===== src/rtl/tpu_pkg.sv =====
// Shared TPU definitions: loader FSM state encoding and default widths.
// Used by weight_loader and weight_memory.
package tpu_pkg;

  localparam int TPU_ADDR_W = 16;
  localparam int TPU_DATA_W = 8;

  typedef enum logic [1:0] {
    ST_IDLE  = 2'd0,
    ST_LOAD  = 2'd1,
    ST_CHECK = 2'd2,
    ST_DONE  = 2'd3
  } wl_state_e;

endpackage


===== src/rtl/weight_loader.sv =====
// Streams count weight bytes into weight memory starting at base_addr.
// Ports: clk, rst (sync, active-high); start/base_addr/count request a
// load; in_data/in_valid/in_ready byte stream; wr_en/wr_addr/wr_data
// memory write port; busy, done (1-cycle pulse), err (checksum flag).
// Option: define WEIGHT_LOADER_CHECKSUM_EN to require a trailing XOR
// byte after the payload; err flags a mismatch, else err is tied 0.
module weight_loader
  import tpu_pkg::*;
#(
  parameter int ADDR_W = TPU_ADDR_W,
  parameter int DATA_W = TPU_DATA_W
) (
  input  logic              clk,
  input  logic              rst,
  input  logic              start,
  input  logic [ADDR_W-1:0] base_addr,
  input  logic [ADDR_W-1:0] count,
  input  logic [DATA_W-1:0] in_data,
  input  logic              in_valid,
  output logic              in_ready,
  output logic              wr_en,
  output logic [ADDR_W-1:0] wr_addr,
  output logic [DATA_W-1:0] wr_data,
  output logic              busy,
  output logic              done,
  output logic              err
);

`ifdef WEIGHT_LOADER_CHECKSUM_EN
  localparam wl_state_e TAIL_ST = ST_CHECK;
`else
  localparam wl_state_e TAIL_ST = ST_DONE;
`endif

  wl_state_e         state_q, state_d;
  logic [ADDR_W-1:0] base_q, base_d;
  logic [ADDR_W-1:0] cnt_q, cnt_d;
  logic [ADDR_W-1:0] idx_q, idx_d;
  logic              wr_en_q, wr_en_d;
  logic [ADDR_W-1:0] wr_addr_q, wr_addr_d;
  logic [DATA_W-1:0] wr_data_q, wr_data_d;
`ifdef WEIGHT_LOADER_CHECKSUM_EN
  logic [DATA_W-1:0] csum_q, csum_d;
  logic              err_q, err_d;
`endif

  always_comb begin
    state_d   = state_q;
    base_d    = base_q;
    cnt_d     = cnt_q;
    idx_d     = idx_q;
    wr_en_d   = 1'b0;
    wr_addr_d = wr_addr_q;
    wr_data_d = wr_data_q;
`ifdef WEIGHT_LOADER_CHECKSUM_EN
    csum_d    = csum_q;
    err_d     = err_q;
`endif
    case (state_q)
      ST_IDLE: begin
        if (start) begin
          base_d = base_addr;
          cnt_d  = count;
          idx_d  = '0;
`ifdef WEIGHT_LOADER_CHECKSUM_EN
          csum_d = '0;
          err_d  = 1'b0;
`endif
          state_d = (count == '0) ? TAIL_ST : ST_LOAD;
        end
      end
      ST_LOAD: begin
        if (in_valid) begin
          wr_en_d   = 1'b1;
          wr_addr_d = base_q + idx_q;
          wr_data_d = in_data;
          idx_d     = idx_q + ADDR_W'(1);
`ifdef WEIGHT_LOADER_CHECKSUM_EN
          csum_d    = csum_q ^ in_data;
`endif
          if (idx_d == cnt_q) state_d = TAIL_ST;
        end
      end
`ifdef WEIGHT_LOADER_CHECKSUM_EN
      ST_CHECK: begin
        // trailer byte is compared, never written
        if (in_valid) begin
          err_d   = (in_data != csum_q);
          state_d = ST_DONE;
        end
      end
`endif
      ST_DONE: state_d = ST_IDLE;
      default: state_d = ST_IDLE;
    endcase
  end

  always_ff @(posedge clk) begin
    if (rst) begin
      state_q   <= ST_IDLE;
      base_q    <= '0;
      cnt_q     <= '0;
      idx_q     <= '0;
      wr_en_q   <= 1'b0;
      wr_addr_q <= '0;
      wr_data_q <= '0;
`ifdef WEIGHT_LOADER_CHECKSUM_EN
      csum_q    <= '0;
      err_q     <= 1'b0;
`endif
    end else begin
      state_q   <= state_d;
      base_q    <= base_d;
      cnt_q     <= cnt_d;
      idx_q     <= idx_d;
      wr_en_q   <= wr_en_d;
      wr_addr_q <= wr_addr_d;
      wr_data_q <= wr_data_d;
`ifdef WEIGHT_LOADER_CHECKSUM_EN
      csum_q    <= csum_d;
      err_q     <= err_d;
`endif
    end
  end

`ifdef WEIGHT_LOADER_CHECKSUM_EN
  assign in_ready = (state_q == ST_LOAD) || (state_q == ST_CHECK);
  assign err      = err_q;
`else
  assign in_ready = (state_q == ST_LOAD);
  assign err      = 1'b0;
`endif
  assign wr_en   = wr_en_q;
  assign wr_addr = wr_addr_q;
  assign wr_data = wr_data_q;
  assign busy    = (state_q != ST_IDLE);
  assign done    = (state_q == ST_DONE);

endmodule

===== config.mk =====
export PLATFORM = sky130hd
export DESIGN_NAME = weight_loader
export DESIGN_NICKNAME = d
export VERILOG_FILES = /design/src/rtl/tpu_pkg.sv /design/src/rtl/weight_loader.sv
export SDC_FILE = /design/constraint.sdc
export NUM_CORES = 1
export LEC_CHECK = 0
export CAP_MARGIN = 20
export CELL_PAD_IN_SITES_DETAIL_PLACEMENT = 0
export CELL_PAD_IN_SITES_GLOBAL_PLACEMENT = 2
export CORE_MARGIN = 2
export CORE_UTILIZATION = 31
export CTS_BUF_LIST = sky130_fd_sc_hd__clkbuf_4
export CTS_CLUSTER_DIAMETER = 30
export DETAILED_ROUTE_END_ITERATION = 8
export PLACE_DENSITY_LB_ADDON = 0.2
export SYNTH_ARGS = -nofsm -noshare
export SYNTH_HDL_FRONTEND = slang
export SYNTH_SLANG_ARGS = --single-unit
export TNS_END_PERCENT = 1

===== constraint.sdc =====
create_clock -name clk -period 3.05 [get_ports clk]
set_clock_uncertainty 0.1 [all_clocks]
set_input_delay 0.7625 -clock clk [delete_from_list [all_inputs] [get_ports clk]]
set_output_delay 0.7625 -clock clk [all_outputs]
set_load 0.05 [all_outputs]

### After elaboration in Yosys (flattened, before gate mapping)

Index checks and enable logic that the tools add are counted.

| storage, ports and cells | value |
|---|---|
| register bits after elaboration | 75 |
| latch bits | 0 |
| RAM bits | 0 |
| ROM bits | 0 |
| logic and storage cells | 34 |
| memories kept | 0 |

| cells by class | value |
|---|---|
| add/sub/neg operators | 2 |
| $mul | 0 |
| divide/modulo/power cells | 0 |
| order comparisons | 0 |
| equal/unequal tests | 6 |
| shift-type cells | 0 |
| mux-type cells | 9 |
| bitwise operators | 1 |
| reduce and logical (&&, ||, !) cells | 9 |

Operators with widths:

| kind | number |
|---|---|
| $mux 16 | 2 |
| $pmux 16 s2 | 1 |
| $add 16x1->16 const B | 1 |
| $add 16x16->16 | 1 |
| $eq 16x16->1 | 1 |
| $logic_not 16->1 | 1 |
| $mux 2 | 4 |
| $reduce_and 3->1 | 2 |
| $ne 2x2->1 const B | 2 |
| $pmux 2 s2 | 1 |
| $reduce_and 2->1 | 2 |
| $reduce_bool 2->1 | 2 |
| $eq 2x1->1 const B | 1 |
| $eq 2x2->1 const B | 1 |
| $logic_not 2->1 | 1 |
| $ne 2x1->1 const B | 1 |
| $reduce_or 2->1 | 1 |
| $mux 1 | 1 |
| $not 1->1 | 1 |

### Logic depth before layout (Yosys ltp)

Gate-level depths: netlist of the first run.

| depth | value |
|---|---|
| depth in word-level cells | 5 |
| gate-level depth with buffers | 9 |
| depth with buffers taken out | 9 |

### Least setup slack after synthesis of the first run

Ideal clock, no wire load.

| timing path | value |
|---|---|
| path type | reg-to-reg |
| start | register idx_q[0] |
| end | register wr_addr_q[8], in the netlist wr_addr[8] |
| arrival | 2.234 ns |
| slack | 0.655 ns |
| stages on the path, launching flop included | 10 |
| period minus slack after synthesis | 2.395 ns |
| cells stage by stage | dfxtp_1 > ha_1 > inv_1 > fa_1 > and2b_1 > o21ai_0 > a21oi_1 > o211ai_1 > a2111oi_0 > a311o_1 |

| between the ends | value |
|---|---|
| word-level cells in the longest chain between the ends | 1 |

Ends and longest elaborated chain:

| item | RTL line | RTL |
|---|---|---|
| start, declared | weight_loader.sv:38 | `logic [ADDR_W-1:0] idx_q, idx_d;` |
| start signal, assigned | weight_loader.sv:115 | `idx_q <= idx_d;` |
| $add 16x16->16 | weight_loader.sv:75 | `wr_addr_d = base_q + idx_q;` |
| end signal, assigned | weight_loader.sv:117 | `wr_addr_q <= wr_addr_d;` |
| end, declared | weight_loader.sv:40 | `logic [ADDR_W-1:0] wr_addr_q, wr_addr_d;` |

No other way between the ends.
A chain may end at the register's enable or synchronous reset.

### Final worst setup path of the first run

| timing path | value |
|---|---|
| start | register state_q[0] |
| end | output in_ready |

| between the ends | value |
|---|---|
| word-level cells in the longest chain between the ends | 1 |

Ends and longest elaborated chain:

| item | RTL line | RTL |
|---|---|---|
| start, declared | weight_loader.sv:35 | `wl_state_e state_q, state_d;` |
| start signal, assigned | weight_loader.sv:112 | `state_q <= state_d;` |
| $eq 2x1->1 | weight_loader.sv:130 | `assign in_ready = (state_q == ST_LOAD);` |
| end, declared | weight_loader.sv:20 | `output logic in_ready,` |

No other way between the ends.

==> flow_metrics.py, run 1 <==
metrics = {
    "setup_path": {
        "cp.buffers_inverters": 1,
        "worstPathCellList": "nor2b_1, clkdlybuf4s50_1",
        "nature_of_the_critical_path_startpoint": "flop",
        "kind_of_end_point_of_the_critical_path": "output port",
        "timing.setup.critical_path_class": "reg -> out",
        "data_required_time_at_the_worst_endpoint_ns": 2.19,
        "timing.critical_path.arrival_ns": 1.99,
        "worst_path_largest_cell_delay_ns": 0.80,
        "crit_path_top_delay_cell": "sky130_fd_sc_hd__clkdlybuf4s50_1",
        "critPathMaxFanout": 10,
        "timing.critical_path.max_delay_family": "buffers and inverters",
    },
    "routing": {
        "ant_nets": 0,
        "route.vias.total": 3786,
        "wl_per_cell_microns": 14.16,
        "postRouteWirelength_microns": 11010,
        "drc": 0,
        "post_drt_via_cell_ratio": 4.873,
        "drt_pass_1_iters": 4,
        "detailedRoute.firstIterationViolations": 215,
    },
    "clock_tree": {
        "worstSkewPairLatency_ns": 0.46,
        "clock-root-buffer": "sky130_fd_sc_hd__clkbuf_4",
        "cts_setup_buffers": 0,
        "cts_sinks": 75,
        "cts_stage_hold_buffer_count": 0,
        "cts_buffers": 9,
        "clk_pin_slew_worst_paths_ns": 0.12,
        "clk_path_buf_depth": 2,
        "post_cts_resized": 0,
        "cts_tree": "built",
        "ctsHtreeMaxLevel": 3,
    },
    "floorplan": {
        "floorplan.die_area_sq_um": 14270,
        "die_h_microns": 119.5,
        "dieWidth_microns": 119.5,
        "fp.coreArea_sq_um": 13140,
        "num_rows": 42,
        "io_pins": 73,
        "initial_utilization": 0.3146,
    },
    "sta": {
        "timing_hold_violations_final": 0,
        "tns_ns": 0,
        "finalCritPeriodShare": 0.9339,
        "tightestPinTransition_ns": 0.5325,
        "rsz0062_at_grt": "false",
        "slew_violations": 0,
        "relSlewSlack": 0.6450,
        "finalSetupViolations": 0,
        "fin_crit_ns": 2.848,
        "max_freq_ghz": 0.3511,
        "hold_worst_slack_ns": 0.3592,
    },
    "logic_synthesis": {
        "synth_edf_count": 0,
        "syn-mean-instance-area_sq_um": 7.625,
        "synth-main-ff-cell": "sky130_fd_sc_hd__dfxtp_1",
        "synthesis.area_sq_um": 4133,
        "synthCells": 542,
        "synth_mux_area_frac": 0.01605,
        "synth_simple_gate_area_frac": 0.2561,
        "syn-num-nets": 603,
        "yosys.area_share.xor_xnor": 0.05722,
        "yosysSeqAreaShare": 0.3633,
        "post_synth_fa_ha_maj_area_fraction": 0.05328,
        "synth_async_sr_flop_share": 0,
        "ys_warn_count": 0,
        "synth_seq_cells": 75,
        "synth_compound_area_frac": 0.2035,
        "main_combinational_cell_family_by_area_after_synthesis": "simple AND/OR/NAND/NOR gates",
        "synthDistinctLibCells": 54,
    },
    "finish": {
        "drive_above_1_share": 0.05667,
        "area_delta_synth_final_pct": 24.22,
        "final_non_filler_cell_total": 777,
        "layout.nets": 656,
        "final_cell_area_sq_um": 5134,
    },
    "min_path": {
        "min_path_type": "reg -> reg",
    },
    "power": {
        "irDropWorstVdd_v": 0.0001524,
        "post-layout-total-power_w": 0.002090,
        "p_leak_nw": 1.930,
        "power_density_nw_per_um2": 407.0,
    },
    "global_route": {
        "grt_start_max_net_pins": 75,
        "grt_pass1_vias": 3579,
        "globalRouteTotalUtil": 0.1592,
        "grt_pass1_wl_microns": 18000,
        "overall_overflow_remaining_after_global_route": 0,
        "antenna_violations_before_repair": 1,
    },
    "placed_design": {
        "dpl.hpwl_microns": 7846,
        "postPlaceCellArea_sq_um": 4971,
        "post-place-cells": 760,
        "globalplace.congestion": 0.7849,
        "port_buffer_count": 71,
    },
    "run_status": {
        "outcome": "completed",
    },
    "run": {
        "cap_violations": 0,
    },
}
[cell type report]
class	count	area, sq um
Timing Repair Buffer	79	778.2
Fill cell	1406	8004
Clock inverter	7	92.59
Multi-Input combinational cell	418	2426
Clock buffer	9	67.56
Sequential cell	75	1501
Inverter	12	45.04
Antenna cell	1	2.502
Tap cell	176	220.2
[metal layers]
layer	GRT usage	up-vias	share of wire
met4	0.06618	0	0.017
met2	0.2525	83	0.46
met3	0.03209	14	0.040
met1	0.2107	1684	0.49
met5	0	-	0
li1	-	2005	-
[synth_stat cells, types with 2 or more instances]
| master | count | area (sq um) |
|---|---|---|
| sky130_fd_sc_hd__nand2_1 | 122 | 457.9 |
| sky130_fd_sc_hd__a21oi_1 | 76 | 380.4 |
| sky130_fd_sc_hd__dfxtp_1 | 75 | 1501 |
| sky130_fd_sc_hd__nor2_1 | 26 | 97.59 |
| sky130_fd_sc_hd__clkbuf_1 | 24 | 90.09 |
| sky130_fd_sc_hd__o21ai_0 | 20 | 100.1 |
| sky130_fd_sc_hd__xnor2_1 | 17 | 148.9 |
| sky130_fd_sc_hd__ha_1 | 16 | 200.2 |
| sky130_fd_sc_hd__nor3_1 | 14 | 70.07 |
| sky130_fd_sc_hd__inv_1 | 12 | 45.04 |
| sky130_fd_sc_hd__nand3_1 | 11 | 55.05 |
| sky130_fd_sc_hd__nor4_1 | 11 | 68.82 |
| sky130_fd_sc_hd__xor2_1 | 10 | 87.58 |
| sky130_fd_sc_hd__a21o_1 | 8 | 60.06 |
| sky130_fd_sc_hd__nand4_1 | 8 | 50.05 |
| sky130_fd_sc_hd__and3_1 | 7 | 43.79 |
| sky130_fd_sc_hd__or3_1 | 6 | 37.54 |
| sky130_fd_sc_hd__a21boi_0 | 5 | 37.54 |
| sky130_fd_sc_hd__buf_2 | 5 | 25.02 |
| sky130_fd_sc_hd__and2_1 | 4 | 25.02 |
| sky130_fd_sc_hd__buf_1 | 4 | 15.01 |
| sky130_fd_sc_hd__buf_4 | 4 | 30.03 |
| sky130_fd_sc_hd__mux2i_1 | 4 | 40.04 |
| sky130_fd_sc_hd__nor2b_1 | 4 | 25.02 |
| sky130_fd_sc_hd__o2111ai_1 | 4 | 35.03 |
| sky130_fd_sc_hd__o211ai_1 | 4 | 30.03 |
| sky130_fd_sc_hd__a22oi_1 | 3 | 22.52 |
| sky130_fd_sc_hd__a31oi_1 | 3 | 18.77 |
| sky130_fd_sc_hd__and3_4 | 3 | 33.78 |
| sky130_fd_sc_hd__nor3b_1 | 3 | 22.52 |
| sky130_fd_sc_hd__a2111oi_0 | 2 | 17.52 |
| sky130_fd_sc_hd__a311o_1 | 2 | 20.02 |
| sky130_fd_sc_hd__a311oi_1 | 2 | 17.52 |
| sky130_fd_sc_hd__nand2b_1 | 2 | 12.51 |
| sky130_fd_sc_hd__o21bai_1 | 2 | 15.01 |
[state kept, by name, indices dropped and copies added, names as in the netlist]
name / count
state_q: 2
wr_data: 8
wr_en: 1
cnt_q: 16
wr_addr: 16
idx_q: 16
base_q: 16
[metrics by stage]
stage	worst slack, ns	util
floorplan	0.6554	-
global placement	0.3262	0.3784
detailed placement	0.2797	0.3784
CTS	0.1380	0.3906
global route	0.06055	0.3908
finish	0.2017	0.3908
[power by group]
part	internal [W]	leakage, nW	total (W)	switching (W)
Sequential	0.00102	0.611	0.00104	0.0000260
Clock	0.000329	0.0796	0.000713	0.000385
Combinational	0.000138	1.24	0.000333	0.000195
Total	0.00148	1.93	0.00209	0.000606
[cells by family after synthesis]
| family | Yosys count |
|---|---|
| adder cells (fa/ha/maj) | 17 |
| XOR/XNOR | 27 |
| AO/OA/AOI/OAI | 140 |
| other | 1 |
| buffers and inverters | 49 |
| AND/OR/NAND/NOR | 227 |
| multiplexers | 6 |
| flip-flops | 75 |
[worst reg2reg max path: cells and delay by family (launching register included)]
kind	cells	cell delay (ns)
AO/OA/AOI/OAI	5	1.25
adder cells (fa/ha/maj)	1	0.42
buffers and inverters	1	0.11
flip-flops	1	0.46
AND/OR/NAND/NOR	1	0.24
[worst paths after layout]
kind                                 from                       to  slack [ns]  cells past startpoint
setup / recovery  state_q[0]$_SDFFE_PP0P_                 in_ready        0.20                      2
hold / removal    wr_addr[9]$_SDFFE_PP0P_  wr_addr[9]$_SDFFE_PP0P_        0.36                      2
setup reg to reg    idx_q[1]$_SDFFE_PP0P_  wr_addr[8]$_SDFFE_PP0P_        0.41                      8
hold reg to reg   wr_addr[9]$_SDFFE_PP0P_  wr_addr[9]$_SDFFE_PP0P_        0.36                      2
[placed cells by master, fill, tap and decap left out, drive strengths merged, types with 15 or more instances in the layout]
| cell | count |
|---|---|
| nor2 | 27 |
| xnor2 | 17 |
| o21ai | 20 |
| clkdlybuf4s50 | 70 |
| dfxtp | 75 |
| ha | 16 |
| a21oi | 76 |
| nand2 | 122 |
| nor3 | 15 |
No activity file was read; power rests on OpenSTA's default activity.
==> inputs of run 2 (changes only) <==
- GPL_ROUTABILITY_DRIVEN: default -> 0
- PLACE_DENSITY: default -> 0.81
- PLACE_DENSITY_LB_ADDON: 0.2 -> default
==> run 2 against run 1 <==
Worst hold slack better by 0.0019 ns. Final area shrank 0.93%. Clock-buffer cell count grew 5. Critical path depth unchanged. First-iteration DRC count is 1.4% higher. Wire length down 0.18%. Combinational power hardly changed. Die area stayed put. Worst setup slack better by 0.00056 ns. Sequential power is essentially flat.
==> flow_metrics.py, run 2 (same netlist as run 1, synthesis figures left out) <==
metrics = {
    "routing": {
        "detailroute.wirelength.met3_microns": 414,
        "ant_nets": 0,
        "route.vias.total": 3824,
        "wl_per_cell_microns": 14.14,
        "detailroute.wirelength.met2_microns": 4767,
        "detailedRoute.firstIterationViolations": 218,
        "drt_pass_1_iters": 4,
        "postRouteWirelength_microns": 10990,
        "wirelength_met1_microns": 5605,
        "post_drt_via_cell_ratio": 4.921,
        "drc": 0,
        "route.top_layer_used": "met4",
    },
    "setup_path": {
        "worst_path_largest_cell_delay_ns": 0.81,
        "kind_of_end_point_of_the_critical_path": "output port",
        "worstPathCellList": "nor2b_1, clkdlybuf4s50_1",
        "timing.critical_path.arrival_ns": 1.99,
        "r2r_slack_ns": 0.58,
        "timing.reg2reg.worst_path_depth": 7,
        "cp.buffers_inverters": 1,
        "nature_of_the_critical_path_startpoint": "flop",
        "timing.setup.critical_path_class": "reg -> out",
        "critPathMaxFanout": 10,
        "r2r-end": "state_q[1]$_SDFFE_PP0P_",
        "data_required_time_at_the_worst_endpoint_ns": 2.19,
        "startpoint_of_the_most_critical_register_to_register_path": "idx_q[1]$_SDFFE_PP0P_",
        "crit_path_top_delay_cell": "sky130_fd_sc_hd__clkdlybuf4s50_1",
        "timing.critical_path.max_delay_family": "buffers and inverters",
    },
    "clock_tree": {
        "cts_buffers": 9,
        "cts_tree": "built",
        "post_cts_resized": 0,
        "cts_setup_buffers": 0,
        "clock-root-buffer": "sky130_fd_sc_hd__clkbuf_4",
        "clk_path_buf_depth": 2,
        "cts_sinks": 75,
        "clk_pin_slew_worst_paths_ns": 0.11,
        "cts_stage_hold_buffer_count": 0,
        "worstSkewPairLatency_ns": 0.46,
        "ctsHtreeMaxLevel": 3,
    },
    "floorplan": {
        "num_rows": 42,
        "initial_utilization": 0.3146,
        "die_h_microns": 119.5,
        "floorplan.die_area_sq_um": 14270,
        "fp.coreArea_sq_um": 13140,
        "dieWidth_microns": 119.5,
        "io_pins": 73,
    },
    "finish": {
        "layout.filler_cells": 1405,
        "drive_above_1_share": 0.05990,
        "layout_commonest_cell": "sky130_fd_sc_hd__nand2_1",
        "mostFrequentLayoutCells": "sky130_fd_sc_hd__nand2_1, sky130_fd_sc_hd__a21oi_1, sky130_fd_sc_hd__dfxtp_1",
        "area_delta_synth_final_pct": 23.07,
        "diodes_inserted": 0,
        "layout.nets": 659,
        "final_standard_cell_utilization_of_the_core": 0.3871,
    },
    "min_path": {
        "min_from": "wr_data[6]$_SDFFE_PP0P_",
        "whs_endpoint": "wr_data[6]$_SDFFE_PP0P_",
        "hold_path_depth": 2,
        "min_path_type": "reg -> reg",
    },
    "sta": {
        "rsz0062_at_grt": "false",
        "finalSetupViolations": 0,
        "max_freq_ghz": 0.3512,
        "fin_crit_ns": 2.848,
        "relSlewSlack": 0.6459,
        "slew_violations": 0,
        "timing_hold_violations_final": 0,
        "hold_worst_slack_ns": 0.3611,
        "tightestPinTransition_ns": 0.5255,
        "finalWorstSetupSlack_ns": 0.2023,
        "finalCritPeriodShare": 0.9337,
        "tns_ns": 0,
    },
    "power": {
        "sw_frac_of_total": 0.2905,
        "power_density_nw_per_um2": 377.0,
        "p_int_w": 0.001361,
        "power.clock.fraction": 0.283,
        "irDropWorstVdd_v": 0.0001314,
        "power_frac_seq": 0.544,
        "comb_power_share": 0.172,
        "total_switching_power_w": 0.0005571,
        "p_leak_nw": 1.926,
    },
    "run": {
        "cap_violations": 0,
    },
    "placed_design": {
        "dpl.hpwl_microns": 8075,
        "port_buffer_count": 71,
        "pre_cts_ws_ns": 0.2961,
    },
    "global_route": {
        "grt_start_max_net_pins": 53,
        "grt_pass1_vias": 3635,
        "globalRouteTotalUtil": 0.1633,
        "antenna_violations_before_repair": 0,
        "grt_pass1_wl_microns": 18340,
        "overall_overflow_remaining_after_global_route": 0,
    },
    "run_status": {
        "outcome": "completed",
    },
}
==> run 2: changes by cell type in the layout (fill, tap and decap cells not counted), moves of 2 or more <==
cell,delta
sky130_fd_sc_hd__clkinvlp_4,-2
sky130_fd_sc_hd__bufinv_16,-2
sky130_fd_sc_hd__buf_4,+4
sky130_fd_sc_hd__clkbuf_4,+5
==> run 2: stage by stage <==
step | power (W) | cell area (sq um) | cells
after floorplan | 0.001263 | 4133 | 542
after global placement | 0.001398 | 4981 | 763
after detailed placement | 0.001401 | 4981 | 763
after CTS | 0.001955 | 5086 | 777
after global routing | 0.002032 | 5086 | 777
final | 0.001918 | 5086 | 777
==> run 2: cell type report <==
class                   count  area, sq um  area share
clock buffers              14        105.1     0.02066
multi-input cells         418         2426      0.4770
flip-flops and latches     75         1501      0.2952
inverters                  12        45.04    0.008856
well taps                 176        220.2     0.04330
repair buffers             82        788.3      0.1550
==> run 2: how the worst max path moves through the flow <==
stage,cells after the start,slack [ns],endpoint,startpoint
floorplan,9,0.66,wr_addr[8]$_SDFFE_PP0P_,idx_q[0]$_SDFFE_PP0P_
global placement,6,0.28,state_q[1]$_SDFFE_PP0P_,count[11]
detailed placement,6,0.30,wr_addr[15]$_SDFFE_PP0P_,in_valid
CTS,2,0.13,in_ready,state_q[0]$_SDFFE_PP0P_
global route,2,0.04,in_ready,state_q[0]$_SDFFE_PP0P_
finish,2,0.20,in_ready,state_q[0]$_SDFFE_PP0P_
==> run 2: per-layer routing <==
metal	track usage	vias to the layer above
met2	0.2425	73
met3	0.03113	13
li1	-	2009
met4	0.07132	0
met5	0	-
met1	0.2295	1729
==> run 2: tightest hold or removal path: cells and delay by family (launching register included) <==
family	cells	cell delay (ns)
simple gates	1	0.05
flops	1	0.32
compound gates	1	0.05
==> run 2: power by group through the flow <==
| stage | Sequential (W) | Combinational (W) | Clock, W |
|---|---|---|---|
| floorplan | 0.00109 | 0.000170 | 0 |
| global placement | 0.00107 | 0.000332 | 0 |
| detailed placement | 0.00107 | 0.000334 | 0 |
| CTS | 0.00105 | 0.000336 | 0.000574 |
| global route | 0.00105 | 0.000366 | 0.000616 |
| finish | 0.00104 | 0.000330 | 0.000543 |
==> inputs of run 3 (changes only) <==
- CORE_MARGIN: 2 -> 3
==> run 3 against run 2 <==
Worst hold slack gained 0.0018 ns. Wire length grew 1.9%. Die area grew 3.4%. Total power grew 13%. First-iteration DRC count grew 19%. Combinational power is essentially flat. Non-clock buffer count shrank 1. Final area grew 1.5%. Final cell count shrank 0.39%. Register-to-register slack lost 0.41 ns. Critical path depth grew 7. Clock power grew 45%. Largest power group unchanged.
==> flow_metrics.py, run 3 (same netlist as run 1, synthesis figures left out) <==
metrics = {
    "power": {
        "total_switching_power_w": 0.0005971,
        "irDropWorstVdd_v": 0.0001860,
        "power_density_nw_per_um2": 419.3,
        "sw_frac_of_total": 0.2757,
        "power_frac_seq": 0.483,
        "p_leak_nw": 1.958,
        "p_int_w": 0.001569,
        "comb_power_share": 0.153,
        "power.clock.fraction": 0.365,
    },
    "sta": {
        "relSlewSlack": 0.6584,
        "tns_ns": 0,
        "rsz0062_at_grt": "false",
        "finalSetupViolations": 0,
        "finalCritPeriodShare": 0.9427,
        "slew_violations": 0,
        "fin_crit_ns": 2.875,
        "max_freq_ghz": 0.3478,
        "timing_hold_violations_final": 0,
        "tightestPinTransition_ns": 0.5107,
    },
    "routing": {
        "post_drt_via_cell_ratio": 4.986,
        "postRouteWirelength_microns": 11200,
        "wl_per_cell_microns": 14.47,
        "drc": 0,
        "drt_pass_1_iters": 4,
        "detailedRoute.firstIterationViolations": 260,
        "ant_nets": 0,
        "route.vias.total": 3859,
    },
    "clock_tree": {
        "worstSkewPairLatency_ns": 0.45,
        "cts_buffers": 9,
        "clock-root-buffer": "sky130_fd_sc_hd__clkbuf_4",
        "post_cts_resized": 0,
        "cts_stage_hold_buffer_count": 0,
        "cts_sinks": 75,
        "ctsHtreeMaxLevel": 3,
        "cts_tree": "built",
        "clk_path_buf_depth": 2,
        "clk_pin_slew_worst_paths_ns": 0.13,
        "cts_setup_buffers": 0,
    },
    "floorplan": {
        "initial_utilization": 0.3222,
        "num_rows": 41,
        "die_h_microns": 121.5,
        "fp.coreArea_sq_um": 12820,
        "io_pins": 73,
        "floorplan.die_area_sq_um": 14750,
        "dieWidth_microns": 121.5,
    },
    "setup_path": {
        "r2r-end": "wr_addr[8]$_SDFFE_PP0P_",
        "cp-endpoint": "wr_addr[8]$_SDFFE_PP0P_",
        "timing.setup.critical_path_class": "reg -> reg",
        "nature_of_the_critical_path_startpoint": "flop",
        "r2r_slack_ns": 0.17,
        "data_required_time_at_the_worst_endpoint_ns": 3.35,
        "critPathMaxFanout": 7,
        "timing.reg2reg.worst_path_depth": 9,
        "startpoint_of_the_most_critical_register_to_register_path": "idx_q[0]$_SDFFE_PP0P_",
        "kind_of_end_point_of_the_critical_path": "flop",
        "worst_path_largest_cell_delay_ns": 0.53,
        "crit_path_top_delay_cell": "sky130_fd_sc_hd__dfxtp_1",
        "startpoint": "idx_q[0]$_SDFFE_PP0P_",
        "timing.critical_path.arrival_ns": 3.17,
        "worstPathCellList": "ha_1, inv_1, fa_1, and2b_1, o21ai_0, a21oi_1, o211ai_1, a2111oi_0, a311o_1",
    },
    "placed_design": {
        "dpl.hpwl_microns": 8232,
        "post-place-cells": 758,
        "port_buffer_count": 71,
    },
    "global_route": {
        "grt_start_max_net_pins": 53,
        "overall_overflow_remaining_after_global_route": 0,
        "antenna_violations_before_repair": 0,
        "grt_pass1_vias": 3670,
        "globalRouteTotalUtil": 0.1546,
        "grt_pass1_wl_microns": 18280,
    },
    "finish": {
        "mostFrequentLayoutCells": "sky130_fd_sc_hd__nand2_1, sky130_fd_sc_hd__a21oi_1, sky130_fd_sc_hd__dfxtp_1",
        "layout_commonest_cell": "sky130_fd_sc_hd__nand2_1",
        "diodes_inserted": 0,
        "area_delta_synth_final_pct": 24.98,
        "final_standard_cell_utilization_of_the_core": 0.4027,
        "drive_above_1_share": 0.06146,
        "layout.nets": 658,
        "final_non_filler_cell_total": 774,
    },
    "run": {
        "cap_violations": 0,
    },
    "min_path": {
        "min_path_type": "reg -> reg",
    },
    "run_status": {
        "outcome": "completed",
    },
}
==> run 3: cell types whose count changed in the layout (fill, tap and decap cells not counted), sizes merged <==
| cell | before | now |
|---|---|---|
| buf | 12 | 11 |
| clkinv | 0 | 3 |
| bufinv | 0 | 3 |
| clkbuf | 14 | 9 |
| clkinvlp | 0 | 1 |
==> run 3: area by class of cell <==
class / instances / area (sq um)
clock inverters: 7 / 116.4
well taps: 172 / 215.2
repair buffers: 81 / 793.3
clock buffers: 9 / 67.56
multi-input cells: 418 / 2426
flip-flops and latches: 75 / 1501
inverters: 12 / 45.04
fillers: 1376 / 7660
==> run 3: worst max-delay path, delay by kind of cell, from the launching register on <==
family	cells	cell delay [ns]
AO/OA/AOI/OAI	5	1.30
adder cells (fa/ha/maj)	2	0.61
flip-flops	1	0.53
AND/OR/NAND/NOR	1	0.22
buffers and inverters	1	0.05
==> run 3: per-layer routing <==
metal,up-vias,global-route usage,wire (microns)
met4,0,0.04902,145
li1,2001,-,-
met2,90,0.2359,4931
met3,13,0.02984,493
met1,1755,0.2194,5625
met5,-,0,0
==> run 3: worst min path at each step <==
stage                            startpoint                       to  depth (start not counted)
finish              wr_addr[3]$_SDFFE_PP0P_  wr_addr[3]$_SDFFE_PP0P_                          2
global route        wr_addr[5]$_SDFFE_PP0P_  wr_addr[5]$_SDFFE_PP0P_                          2
CTS                 wr_addr[5]$_SDFFE_PP0P_  wr_addr[5]$_SDFFE_PP0P_                          2
detailed placement  wr_addr[4]$_SDFFE_PP0P_  wr_addr[4]$_SDFFE_PP0P_                          2
global placement    wr_addr[0]$_SDFFE_PP0P_  wr_addr[0]$_SDFFE_PP0P_                          2
floorplan            base_q[0]$_SDFFE_PP0P_   base_q[0]$_SDFFE_PP0P_                          2
==> run 3: per-stage QoR <==
step	setup WS, ns	hold WS (ns)	power [W]	instance area [sq um]
after CTS	0.1770	0.3676	0.002202	5165
after detailed placement	0.1949	0.3493	0.001403	4981
final	0.1748	0.3629	0.002166	5165
after floorplan	0.6554	0.3406	0.001263	4133
after global routing	0.0001381	0.3906	0.002282	5165
after global placement	0.2775	0.3453	0.001399	4981
==> run 3: power groups by stage <==
stage / Combinational (W) / Sequential (W) / Clock, W
after global placement: 0.000331 / 0.00107 / 0
after global routing: 0.000366 / 0.00105 / 0.000864
after CTS: 0.000335 / 0.00105 / 0.000820
after floorplan: 0.000170 / 0.00109 / 0
final: 0.000331 / 0.00105 / 0.000790
after detailed placement: 0.000334 / 0.00107 / 0
